**config.mk**
```make
export PLATFORM = sky130hd
export DESIGN_NAME = noc_output_scheduler_flat
export DESIGN_NICKNAME = d
export VERILOG_FILES = /design/src/rtl/noc_output_scheduler_if.sv /design/src/rtl/noc_output_scheduler.sv /design/src/flat_wrapper.sv
export SDC_FILE = /design/constraint.sdc
export NUM_CORES = 1
export LEC_CHECK = 0
export ABC_AREA = 1
export CAP_MARGIN = 5
export CELL_PAD_IN_SITES_DETAIL_PLACEMENT = 0
export CELL_PAD_IN_SITES_GLOBAL_PLACEMENT = 1
export CORE_MARGIN = 1
export CORE_UTILIZATION = 43
export CTS_CLUSTER_DIAMETER = 120
export DETAILED_ROUTE_END_ITERATION = 10
export PLACE_DENSITY = 0.87
export SLEW_MARGIN = 5
export SYNTH_ARGS = -nofsm -noshare
export SYNTH_HDL_FRONTEND = slang
export SYNTH_SLANG_ARGS = --single-unit
```
**constraint.sdc**
```tcl
create_clock -name clk -period 10.7 [get_ports clk]
set_input_delay 2.14 -clock clk [delete_from_list [all_inputs] [get_ports clk]]
set_output_delay 2.14 -clock clk [all_outputs]
set_load 0.1 [all_outputs]
```
**src/rtl/noc_output_scheduler_if.sv**
```systemverilog
// Scheduler-side bundle for one router output port: input VC requests and credit
// returns toward the scheduler, the grant and credit/lock state back to the sender side.
interface noc_output_scheduler_if #(
  parameter int PORTS        = 5,
  parameter int VC_COUNT     = 3,
  parameter int BUFFER_DEPTH = 4
);
  localparam int CW = $clog2(BUFFER_DEPTH + 1);

  logic [PORTS-1:0][VC_COUNT-1:0] req;
  logic [PORTS-1:0][VC_COUNT-1:0] req_head;
  logic [PORTS-1:0][VC_COUNT-1:0] req_tail;
  logic [VC_COUNT-1:0]            credit_return;
  logic [PORTS-1:0][VC_COUNT-1:0] grant;
  logic                           grant_valid;
  logic [VC_COUNT-1:0][CW-1:0]    credit_count;
  logic [VC_COUNT-1:0]            vc_locked;
  logic                           credit_overflow;

  modport master (
    output req, req_head, req_tail, credit_return,
    input  grant, grant_valid, credit_count, vc_locked, credit_overflow
  );

  modport slave (
    input  req, req_head, req_tail, credit_return,
    output grant, grant_valid, credit_count, vc_locked, credit_overflow
  );
endinterface

```
**src/rtl/noc_output_scheduler.sv**
```systemverilog
// Output-port switch scheduler: round-robin over flattened (port,VC) requests with
// wormhole VC ownership and per-VC downstream credit tracking.
module noc_output_scheduler #(
  parameter int PORTS        = 5,
  parameter int VC_COUNT     = 3,
  parameter int BUFFER_DEPTH = 4
) (
  input  logic                  clk,
  input  logic                  reset,
  noc_output_scheduler_if.slave bus
);
  localparam int N   = PORTS * VC_COUNT;
  localparam int CW  = $clog2(BUFFER_DEPTH + 1);
  localparam int CW1 = CW + 1;
  localparam int PW  = (PORTS > 1) ? $clog2(PORTS) : 1;
  localparam int IW  = (N > 1) ? $clog2(N) : 1;
  localparam int IW1 = IW + 1;

  typedef enum logic {LK_IDLE = 1'b0, LK_LOCKED = 1'b1} lock_e;

  lock_e               r_lock      [VC_COUNT];
  logic [PW-1:0]       r_owner     [VC_COUNT];
  logic [CW-1:0]       r_cnt       [VC_COUNT];
  logic [IW-1:0]       r_rr_ptr;
  logic                r_overflow;

  lock_e               w_lock_nxt  [VC_COUNT];
  logic [PW-1:0]       w_owner_nxt [VC_COUNT];
  logic [CW-1:0]       w_cnt_nxt   [VC_COUNT];
  logic [IW-1:0]       w_rr_nxt;
  logic                w_overflow_nxt;

  logic [N-1:0]        w_elig;
  logic [N-1:0]        w_grant;
  logic                w_found;
  logic [IW-1:0]       w_win;
  logic [VC_COUNT-1:0] w_gnt_vc;
  logic [PW-1:0]       w_gnt_port;
  logic                w_gnt_tail;

  // Eligibility: an idle VC accepts only heads, a locked VC only its owner (head ignored).
  always_comb begin
    w_elig = '0;
    for (int p = 0; p < PORTS; p++) begin
      for (int v = 0; v < VC_COUNT; v++) begin
        if (bus.req[p][v] && (r_cnt[v] != CW'(0))) begin
          if (r_lock[v] == LK_IDLE) begin
            w_elig[p*VC_COUNT+v] = bus.req_head[p][v];
          end else begin
            w_elig[p*VC_COUNT+v] = (r_owner[v] == PW'(p));
          end
        end else begin
          w_elig[p*VC_COUNT+v] = 1'b0;
        end
      end
    end
  end

  // Round-robin search starting at r_rr_ptr, wrapping modulo N.
  always_comb begin
    logic [IW:0] cand;
    cand    = '0;
    w_found = 1'b0;
    w_win   = '0;
    for (int k = 0; k < N; k++) begin
      cand = {1'b0, r_rr_ptr} + IW1'(k);
      if (cand >= IW1'(N)) begin
        cand = cand - IW1'(N);
      end else begin
        cand = cand;
      end
      if (!w_found && w_elig[cand[IW-1:0]]) begin
        w_found = 1'b1;
        w_win   = cand[IW-1:0];
      end else begin
        w_found = w_found;
      end
    end
  end

  // One-hot grant, suppressed while reset is asserted.
  always_comb begin
    w_grant = '0;
    if (w_found && !reset) begin
      w_grant[w_win] = 1'b1;
    end else begin
      w_grant = '0;
    end
  end

  // Decode the winner back to its VC, port and tail flag.
  always_comb begin
    w_gnt_vc   = '0;
    w_gnt_port = '0;
    w_gnt_tail = 1'b0;
    for (int p = 0; p < PORTS; p++) begin
      for (int v = 0; v < VC_COUNT; v++) begin
        if (w_grant[p*VC_COUNT+v]) begin
          w_gnt_vc[v] = 1'b1;
          w_gnt_port  = PW'(p);
          w_gnt_tail  = bus.req_tail[p][v];
        end else begin
          w_gnt_vc[v] = w_gnt_vc[v];
        end
      end
    end
  end

  // Next state: pointer advance, per-VC lock FSM and credit arithmetic.
  always_comb begin
    logic [CW:0] sum;
    sum            = '0;
    w_overflow_nxt = r_overflow;
    w_rr_nxt       = r_rr_ptr;
    if (w_found && !reset) begin
      w_rr_nxt = (w_win == IW'(N - 1)) ? IW'(0) : (w_win + IW'(1));
    end else begin
      w_rr_nxt = r_rr_ptr;
    end
    for (int v = 0; v < VC_COUNT; v++) begin
      w_lock_nxt[v]  = r_lock[v];
      w_owner_nxt[v] = r_owner[v];
      w_cnt_nxt[v]   = r_cnt[v];
      case (r_lock[v])
        LK_IDLE: begin
          // Any grant on an idle VC is a head; a head without tail opens the worm.
          if (w_gnt_vc[v] && !w_gnt_tail) begin
            w_lock_nxt[v]  = LK_LOCKED;
            w_owner_nxt[v] = w_gnt_port;
          end else begin
            w_lock_nxt[v] = LK_IDLE;
          end
        end
        LK_LOCKED: begin
          if (w_gnt_vc[v] && w_gnt_tail) begin
            w_lock_nxt[v] = LK_IDLE;
          end else begin
            w_lock_nxt[v] = LK_LOCKED;
          end
        end
        default: begin
          w_lock_nxt[v] = LK_IDLE;
        end
      endcase
      sum = {1'b0, r_cnt[v]} - CW1'(w_gnt_vc[v]) + CW1'(bus.credit_return[v]);
      if (sum > CW1'(BUFFER_DEPTH)) begin
        w_overflow_nxt = 1'b1;
      end else begin
        w_cnt_nxt[v] = sum[CW-1:0];
      end
    end
  end

  // State registers with synchronous reset; in-flight packets are abandoned.
  always_ff @(posedge clk) begin
    if (reset) begin
      r_rr_ptr   <= '0;
      r_overflow <= 1'b0;
      for (int v = 0; v < VC_COUNT; v++) begin
        r_lock[v]  <= LK_IDLE;
        r_owner[v] <= '0;
        r_cnt[v]   <= CW'(BUFFER_DEPTH);
      end
    end else begin
      r_rr_ptr   <= w_rr_nxt;
      r_overflow <= w_overflow_nxt;
      for (int v = 0; v < VC_COUNT; v++) begin
        r_lock[v]  <= w_lock_nxt[v];
        r_owner[v] <= w_owner_nxt[v];
        r_cnt[v]   <= w_cnt_nxt[v];
      end
    end
  end

  // Outputs: grant is combinational; status outputs come straight from registers.
  always_comb begin
    bus.grant           = w_grant;
    bus.grant_valid     = |w_grant;
    bus.credit_overflow = r_overflow;
    bus.vc_locked       = '0;
    bus.credit_count    = '0;
    for (int v = 0; v < VC_COUNT; v++) begin
      bus.vc_locked[v]    = (r_lock[v] == LK_LOCKED);
      bus.credit_count[v] = r_cnt[v];
    end
  end
endmodule

```
**src/flat_wrapper.sv**
```systemverilog
// flat-port wrapper written by rule: the top's interface ports become plain ports
module noc_output_scheduler_flat 
#(
  parameter int PORTS        = 5,
  parameter int VC_COUNT     = 3,
  parameter int BUFFER_DEPTH = 4
)
  (clk, reset, bus_req, bus_req_head, bus_req_tail, bus_credit_return, bus_grant, bus_grant_valid, bus_credit_count, bus_vc_locked, bus_credit_overflow);
  noc_output_scheduler_if #(.PORTS(PORTS), .VC_COUNT(VC_COUNT), .BUFFER_DEPTH(BUFFER_DEPTH)) bus_i ();
  input  logic clk;
  input  logic reset;
  input wire logic [$bits(bus_i.req)-1:0] bus_req;
  input wire logic [$bits(bus_i.req_head)-1:0] bus_req_head;
  input wire logic [$bits(bus_i.req_tail)-1:0] bus_req_tail;
  input wire logic [$bits(bus_i.credit_return)-1:0] bus_credit_return;
  output wire logic [$bits(bus_i.grant)-1:0] bus_grant;
  output wire logic [$bits(bus_i.grant_valid)-1:0] bus_grant_valid;
  output wire logic [$bits(bus_i.credit_count)-1:0] bus_credit_count;
  output wire logic [$bits(bus_i.vc_locked)-1:0] bus_vc_locked;
  output wire logic [$bits(bus_i.credit_overflow)-1:0] bus_credit_overflow;
  assign bus_i.req = bus_req;
  assign bus_i.req_head = bus_req_head;
  assign bus_i.req_tail = bus_req_tail;
  assign bus_i.credit_return = bus_credit_return;
  assign bus_grant = bus_i.grant;
  assign bus_grant_valid = bus_i.grant_valid;
  assign bus_credit_count = bus_i.credit_count;
  assign bus_vc_locked = bus_i.vc_locked;
  assign bus_credit_overflow = bus_i.credit_overflow;
  noc_output_scheduler #(.PORTS(PORTS), .VC_COUNT(VC_COUNT), .BUFFER_DEPTH(BUFFER_DEPTH)) u_core (.clk(clk), .reset(reset), .bus(bus_i));
endmodule
```
After elaboration in Yosys (flattened, before gate mapping)
Memories as Yosys holds them, arrays and structs flattened. Index checks and enable logic that the tools add are counted. Widths: inputs -> output; s select.

Add/sub/neg operators: 36. Magnitude comparators: 35. Equality and inequality tests: 13. Mux-type cells: 184. Bitwise operators: 12. Reduce and logical (&&, ||, !) cells: 61.

Operators by type and width (count): $mux 4 (31); $mux 1 (109); $lt 4x5->1 const B (16); $ge 5x4->1 const B (14); $bmux 1 s4 (15); $sub 4x4->4 const B (15); $mux 3 (18); $logic_and 1x1->1 (37); $add 4x4->5 const B (7); $add 4x3->5 const B (4); $eq 3x2->1 const B (6); $logic_not 1->1 (16); $mux 15 (1); $reduce_or 15->1 (1); $add 4x1->4 (3); $gt 4x3->1 const B (3); $mux 2 (6); $reduce_bool 3->1 (4); $sub 3x1->4 (3); $add 4x2->5 const B (2); $eq 3x1->1 const B (3); $eq 3x3->1 const B (3); $logic_not 3->1 (3); $or 1x1->1 (9); 8 further kinds (12).

Flip-flop bits (word level): 5. RAM bits: 21. Bits of input ports: 50. Output and inout bits: 29. Logic and storage cells: 346. Memories kept: 3.

Memory list: u_core.r_cnt (depth 3, width 3, read ports 3, clocked after memory_dff 0, write ports 3, line noc_output_scheduler.sv:23) `logic [CW-1:0] r_cnt [VC_COUNT];`; u_core.r_owner (depth 3, width 3, read ports 3, clocked after memory_dff 0, write ports 3, line noc_output_scheduler.sv:22) `logic [PW-1:0] r_owner [VC_COUNT];`; u_core.r_lock (depth 3, width 1, read ports 3, clocked after memory_dff 0, write ports 3, line noc_output_scheduler.sv:21) `lock_e r_lock [VC_COUNT];`.

Depth between registers and ports, before layout
Gate-level depths: netlist of the first run. An unclocked memory read counts as a cell.

Depth after elaboration: 74. Depth in mapped cells: 45. Gate-level depth less buffers: 43.

Worst setup path after synthesis of the first run
OpenSTA, ideal clock, no wires.

Path type: input-to-output. Start point: input port bus_req[4]. End point: output port bus_grant[0]. Data arrival time: 6.619 ns. Data required time: 8.560 ns. Slack: 1.941 ns. Cell stages on the path: 19. Path buffers: 0. Cells stage by stage: o21a_1 -> nand2_1 -> nor2_1 -> clkinv_1 -> o21ai_0 -> nand3_1 -> nand2_1 -> nor2_1 -> a31oi_1 -> inv_2 -> nand4_4 -> nor3_4 -> nand3b_1 -> nor2_1 -> nor2_2 -> nand3_2 -> nor2_2 -> inv_2 -> nor2_1.

Word-level cells in the longest chain between the ends: 52. Elaborated cells on any way between the ends: 97. Classes of those cells: order compare: 2; mux: 64; reduce/logical: 31.

RTL lines: start, declared (line flat_wrapper.sv:12) `input wire logic [$bits(bus_i.req)-1:0] bus_req;`; $logic_and 1x1->1 * (line noc_output_scheduler.sv:46) `if (bus.req[p][v] && (r_cnt[v] != CW'(0))) begin`; $mux 1 * (line noc_output_scheduler.sv:46); $bmux 1 s4 (line noc_output_scheduler.sv:72) `if (!w_found && w_elig[cand[IW-1:0]]) begin`; $mux 1 (implied by the code) (line noc_output_scheduler.sv:72); $mux 1 (line noc_output_scheduler.sv:72); $logic_not 1->1 (line noc_output_scheduler.sv:72); $logic_and 1x1->1 (line noc_output_scheduler.sv:72); $mux 1 (line noc_output_scheduler.sv:72); [36 not listed]; $logic_not 1->1 (line noc_output_scheduler.sv:72); $logic_and 1x1->1 (line noc_output_scheduler.sv:72); $mux 4 (line noc_output_scheduler.sv:72); $lt 4x5->1 (implied by the code) / $ge 4x1->1 (equally long branches) (line noc_output_scheduler.sv:85) `w_grant[w_win] = 1'b1;`; $logic_and 1x1->1 (implied by the code) (line noc_output_scheduler.sv:85); $mux 1 (implied by the code) (line noc_output_scheduler.sv:85); $demux 1 s4; $mux 15 * (line noc_output_scheduler.sv:84) `if (w_found && !reset) begin`; end, declared (line flat_wrapper.sv:16) `output wire logic [$bits(bus_i.grant)-1:0] bus_grant;`.

Mark *: on every way between the ends. The rest lies on a longest branch, timed or not. The select of a mux whose other input is x is not followed.

Worst setup path after layout of the first run
Start point: input port bus_req_head[5]. End point: output port bus_grant[9].

Word-level cells in the longest chain between the ends: 52. Elaborated cells on any way between the ends: 97. Classes of those cells: order compare: 2; mux: 65; reduce/logical: 30.

RTL lines: start, declared (line flat_wrapper.sv:13) `input wire logic [$bits(bus_i.req_head)-1:0] bus_req_head;`; $mux 1 * (line noc_output_scheduler.sv:47) `if (r_lock[v] == LK_IDLE) begin`; $mux 1 * (line noc_output_scheduler.sv:46); $bmux 1 s4 (line noc_output_scheduler.sv:72); $mux 1 (implied by the code) (line noc_output_scheduler.sv:72); $mux 1 (line noc_output_scheduler.sv:72); $logic_not 1->1 (line noc_output_scheduler.sv:72); $logic_and 1x1->1 (line noc_output_scheduler.sv:72); $mux 1 (line noc_output_scheduler.sv:72); [36 not listed]; $logic_not 1->1 (line noc_output_scheduler.sv:72); $logic_and 1x1->1 (line noc_output_scheduler.sv:72); $mux 4 (line noc_output_scheduler.sv:72); $lt 4x5->1 (implied by the code) / $ge 4x1->1 (equally long branches) (line noc_output_scheduler.sv:85); $logic_and 1x1->1 (implied by the code) (line noc_output_scheduler.sv:85); $mux 1 (implied by the code) (line noc_output_scheduler.sv:85); $demux 1 s4; $mux 15 * (line noc_output_scheduler.sv:84).

Marks and branches as above.

==> run summary, run 1 <==
Status: complete, no violations
Commonest cells after routing, fill and taps aside: 281 x nand2_1, 158 x nand3_1, 144 x inv_1
Max-slew violations: 0
Synthesized area per cell: 5.53 µm²
Setup Buffers After CTS: 0
Mapped Nets: 1313
Num rows: 45
Die outline height: 128 µm
Synth-to-layout area growth: 15.5%
Vias: 8806
Antenna Nets Post-Route: 0
Core region area: 15300 µm²
Max capacitance violation total: 0
Worst-Skew Late Latency: 0.28 ns
CTS Root Cell: clkbuf_16
Multi-input logic area: 5450 µm²
Final hold violations: 0
Die X: 128 µm
Area of all sequential standard cells: 522 µm²
Final #Nets: 1382
RSZ-0062 raised after global routing: no
Commonest non-fill, non-tap cell in the layout: nand2_1
CTS tree: yes
Fin Setup TNS: 0 ns
Tmin final: 9.38 ns
Proportion of layout cells with a drive suffix above 1: 10.5%
Slew @ Worst Pin: 1.01 ns
Synth area leader: nand2_1
Htree depth: 1
CTS max path bufs: 2
Worst-path clk slew: 0.08 ns
# DRC: 0
CP arrival: 7.24 ns
Synthesized flop and latch total: 26
Endpoints failing setup: 0
Share of the synthesized area in the top cell type: 15.5%
Initial antenna violation count: 0
Vias in the first global route: 7690
Crit share post-route: 87.7%
Fillers: 1645
Distinct cells, synth: 59
Worst setup path category: in -> out
Max FO, Critical Path: 9
Crit. End Element: output port
Largest net degree at the start of global routing: 28
Num ports: 79
GR Overflow Total: 0
Initial Utilization: 44.5%
Critical Path RT: 8.56 ns
Seq/Total Area, Yosys: 7.65%
Drt total wl: 27400 µm
Yosys synthesis warning count: 0
First drt pass iteration count: 7
Total die area: 16300 µm²
All-Layer GR Usage: 33.7%
IO Port Bufs: 78
Synth area leaders: nand2_1 15%, nand3_1 12%, o21ai_0 8.6%
Vias/cell: 5.83
FMAX: 107 MHz
Num CTS Buffers: 3
Ant diodes: 0
Mapped Cells: 1231
PostCTS Resize Cnt: 0
CTS hold repair buffers: 0
Type of the tightest min-delay check: reg -> reg
Slew Limit Headroom: 32.7%
Startpoint types: primary input
Initial DRC Count: 1086
Drt wl/cell: 18.1 µm
Clk sinks: 26
Post-DP HPWL: 21100 µm
Synthesized cell area: 6810 µm²
Placer Congestion: 1.01
First-pass GRT wire length: 42400 µm
Post-route clock skew: 0.0114 ns
==> final timing paths <==
path         slack, ns                          to  depth (start not counted)                  startpoint
max reg2reg       3.00          u_core.r_cnt[0][7]                         34          u_core.r_rr_ptr[1]
min               0.50  u_core.bus.credit_overflow                          2  u_core.bus.credit_overflow
min reg2reg       0.50  u_core.bus.credit_overflow                          2  u_core.bus.credit_overflow
max               1.32                bus_grant[9]                         25             bus_req_head[5]
==> worst max-delay path, stage by stage <==
cell and delay (ns):
clkdlybuf4s50_1 0.39, o21ai_0 0.15, nor2_1 0.07, nand2_1 0.40, inv_1 0.38, o21ai_1 0.26
nand2_1 0.07, nand2_1 0.08, nand2_1 0.05, nand3_1 0.11, nand2_2 0.11, nor3_1 0.54
nand3_1 0.18, nor2_1 0.13, nor2_1 0.06, nand3_1 0.06, nor2_1 0.05, nand3_1 0.11
nor2_1 0.08, nand3_1 0.07, nor2_1 0.09, nor2_1 0.24, nand2_1 0.18, inv_1 0.10
clkdlybuf4s50_1 1.14
==> cell usage after synthesis, drive strengths merged <==
cell	count
o21ai	144
xnor2	2
a211oi	1
nor3	11
a31oi	8
buf	18
and2	2
o21bai	4
or2	4
o31ai	3
dfxtp	26
nand3b	4
o22ai	5
ha	29
a311oi	1
clkinv	4
xor2	17
a21oi	69
nand3	170
nand2	313
o221ai	3
nand4	28
a22oi	1
nor4	2
inv	172
a2111oi	1
o311ai	4
o211ai	27
nor2	135
clkbuf	9
fa	3
o21a	11
==> layout make-up <==
type / count / area share [%]
tap: 211 / 3.36
multi-input combinational: 1002 / 69.3
clock buffer: 3 / 0.955
timing repair buffer: 91 / 10.9
sequential: 26 / 6.63
clock inverter: 1 / 0.382
inverter: 176 / 8.46
==> cells by family after synthesis <==
kind of cell	share of synthesized area (%)
AOI/OAI and AO/OA	24.2
and+or+nand+nor	46.4
buffers and inverters	12.4
DFF	7.65
adders and majority gates	6.21
xor gates and xnor gates	3.22
==> per-layer routing <==
metal  track usage, %  vias up  share of wire [%]
met5                0        -                  0
li1                 -     4269                  -
met3             3.88       60                8.6
met2             53.9      456                 44
met1             46.4     4021                 44
met4             12.2        0                3.2
==> metrics by stage <==
| stage | hold slack (ns) | utilization, % | setup slack (ns) | cells | instance area [µm²] |
|---|---|---|---|---|---|
| 2_1_floorplan | 0.472 | - | 1.94 | 1231 | 6810 |
| 3_3_place_gp | 0.458 | 50.7 | 1.44 | 1506 | 7760 |
| 3_5_place_dp | 0.481 | 50.7 | 1.41 | 1506 | 7760 |
| 6_report | 0.503 | 51.3 | 1.32 | 1510 | 7860 |
| 5_1_grt | 0.536 | 51.3 | 0.909 | 1510 | 7860 |
| 4_1_cts | 0.499 | 51.3 | 1.39 | 1510 | 7860 |
Power of run 1 is left out: the tool's default activity adds up to more than one toggle a clock period on the data nets, which glitch-free logic cannot reach.
==> run 2: changes to the inputs <==
Settings changed: SLEW_MARGIN 5 to not set.
==> results of run 2 <==
No change in the layout: final DEF, timing and power equal those of run 1.
Power of run 2 is left out for the same reason.
==> run 3: changes to the inputs <==
Settings changed: CORE_MARGIN 1 to 4, MAX_ROUTING_LAYER set to met4.
==> run 3 against run 2 <==
Compared with the run above: sequential share of layout area about the same; first-iteration DRC count up 7.6%; fmax about the same; cell count about the same; die area up 9.6%; non-clock buffer count unchanged; hold slack worse by 0.00059 ns; via count down 1.4%; global-route usage down 2.3 points; critical path depth unchanged; clock skew about the same; flip-flop and latch count unchanged; critical path type unchanged.
==> run summary, run 3 (same netlist as run 1, synthesis figures left out) <==
Crit share post-route: 87.6% (about the same)
Initial antenna violation count: 1 (+1)
Num rows: 45 (unchanged)
Num CTS Buffers: 3 (unchanged)
Num ports: 79 (unchanged)
Htree depth: 1 (unchanged)
Fin Setup TNS: 0 ns (unchanged)
Worst-path clk slew: 0.07 ns (about the same)
Vias: 8681 (-1.4%)
Largest net degree at the start of global routing: 28 (unchanged)
Proportion of layout cells with a drive suffix above 1: 10.9% (+0.31 points)
CP arrival: 7.24 ns (about the same)
Status: complete, no violations
Finished Core Util: 51.1% (-0.24 points)
First-pass GRT wire length: 43200 µm (+1.7%)
RSZ-0062 raised after global routing: no
Final #Nets: 1382 (unchanged)
IO Port Bufs: 78 (unchanged)
Vias/cell: 5.75 (-1.5%)
PostCTS Resize Cnt: 0 (unchanged)
Critical Path RT: 8.56 ns (about the same)
GR Overflow Total: 0 (unchanged)
Post-DP HPWL: 21600 µm (+2.3%)
Startpoint types: primary input
Fillers: 1710 (+4.0%)
Placer Congestion: 1.05 (+4.2%)
Max FO, Critical Path: 9 (unchanged)
Antenna Nets Post-Route: 0 (unchanged)
Final hold violations: 0 (unchanged)
Drt total wl: 28400 µm (+3.6%)
Tmin final: 9.38 ns (-0.00573 ns)
DP Cell Count: 1506 (unchanged)
Commonest non-fill, non-tap cell in the layout: nand2_1
All-Layer GR Usage: 31.4% (-2.3 points)
# DRC: 0 (unchanged)
Max-slew violations: 0 (unchanged)
Drt wl/cell: 18.8 µm (+3.6%)
Total die area: 17900 µm² (+9.6%)
CTS max path bufs: 2 (unchanged)
FMAX: 107 MHz (about the same)
CTS tree: yes
Slew Limit Headroom: 32.3% (-0.41 points)
CTS Root Cell: clkbuf_16
Final WS setup: 1.32 ns (+0.00573 ns)
Worst setup path category: in -> out
CTS hold repair buffers: 0 (unchanged)
Die X: 134 µm (+4.7%)
Die outline height: 134 µm (+4.7%)
Crit. End Element: output port
DP Worst Slack: 1.45 ns (+0.0369 ns)
Vias in the first global route: 7606 (-1.1%)
Slew @ Worst Pin: 1.01 ns (+0.00613 ns)
Post-route clock skew: 0.0114 ns (+0.0000221 ns)
Initial Utilization: 44.3% (-0.16 points)
Commonest cells after routing, fill and taps aside: 281 x nand2_1, 158 x nand3_1, 144 x inv_1
Initial DRC Count: 1169 (+7.6%)
First drt pass iteration count: 6 (-1)
Final Non-Filler Cells: 1511 (+0.066%)
Worst-Skew Late Latency: 0.28 ns (about the same)
Endpoints failing setup: 0 (unchanged)
Clk sinks: 26 (unchanged)
Type of the tightest min-delay check: reg -> reg
Setup Buffers After CTS: 0 (unchanged)
Max capacitance violation total: 0 (unchanged)
Core region area: 15400 µm² (+0.37%)
Synth-to-layout area growth: 15.4% (about the same)
-- run 3: cell count changes in the layout (fill, tap and decap cells not counted), sizes merged --
cell	change
diode	+1
clkdlybuf4s50	-4
buf	+4
-- run 3: area by class of cell --
cell class                      count  area [µm²]  share of cell area [%]
Inverter                          176         666                    8.47
Clock buffer                        3        75.1                   0.956
Sequential cell                    26         522                    6.64
Clock inverter                      1        30.0                   0.382
Tap cell                          211         264                    3.36
Multi-Input combinational cell   1002        5450                    69.3
Antenna cell                        1        2.50                  0.0319
Timing Repair Buffer               91         851                    10.8
-- run 3: metal layers --
layer  routed length (µm)  track usage [%]  share of wire, %
met1                12200             42.0                43
met2                12500             48.1                44
met3                 2820             5.63               9.9
met4                  852             9.77               3.0
met5                    0                -                 0
-- run 3: worst max-delay path, cell delays in order --
cell,delay [ns]
clkdlybuf4s50_1,0.45
o21a_1,0.12
nand3_1,0.48
inv_1,0.49
nand3_1,0.12
nand2_1,0.07
nand2_1,0.05
nand3_1,0.08
nand3_1,0.14
nand2_1,0.16
nor2_1,0.09
nand3_1,0.10
inv_1,0.08
nand2_1,0.06
nand3_1,0.08
nor2_1,0.10
nand3_1,0.07
nor2_1,0.16
nand3_1,0.12
nor2_1,0.14
nand4_1,0.22
nor2_2,0.27
inv_2,0.08
nor2_2,0.18
clkdlybuf4s50_1,1.18
-- run 3: stage by stage --
step	hold slack [ns]	area, µm²
after floorplan	0.472	6810
after global placement	0.460	7750
after detailed placement	0.481	7750
after CTS	0.497	7850
after global routing	0.517	7860
final	0.502	7860
-- run 3: final timing paths --
kind                                   start  cells after the start                          to  slack [ns]
setup reg to reg          u_core.r_rr_ptr[2]                     38          u_core.r_cnt[0][6]        2.42
hold / removal    u_core.bus.credit_overflow                      2  u_core.bus.credit_overflow        0.50
hold reg to reg   u_core.bus.credit_overflow                      2  u_core.bus.credit_overflow        0.50
setup / recovery                  bus_req[9]                     25                bus_grant[3]        1.32
Power of run 3 is left out for the same reason.
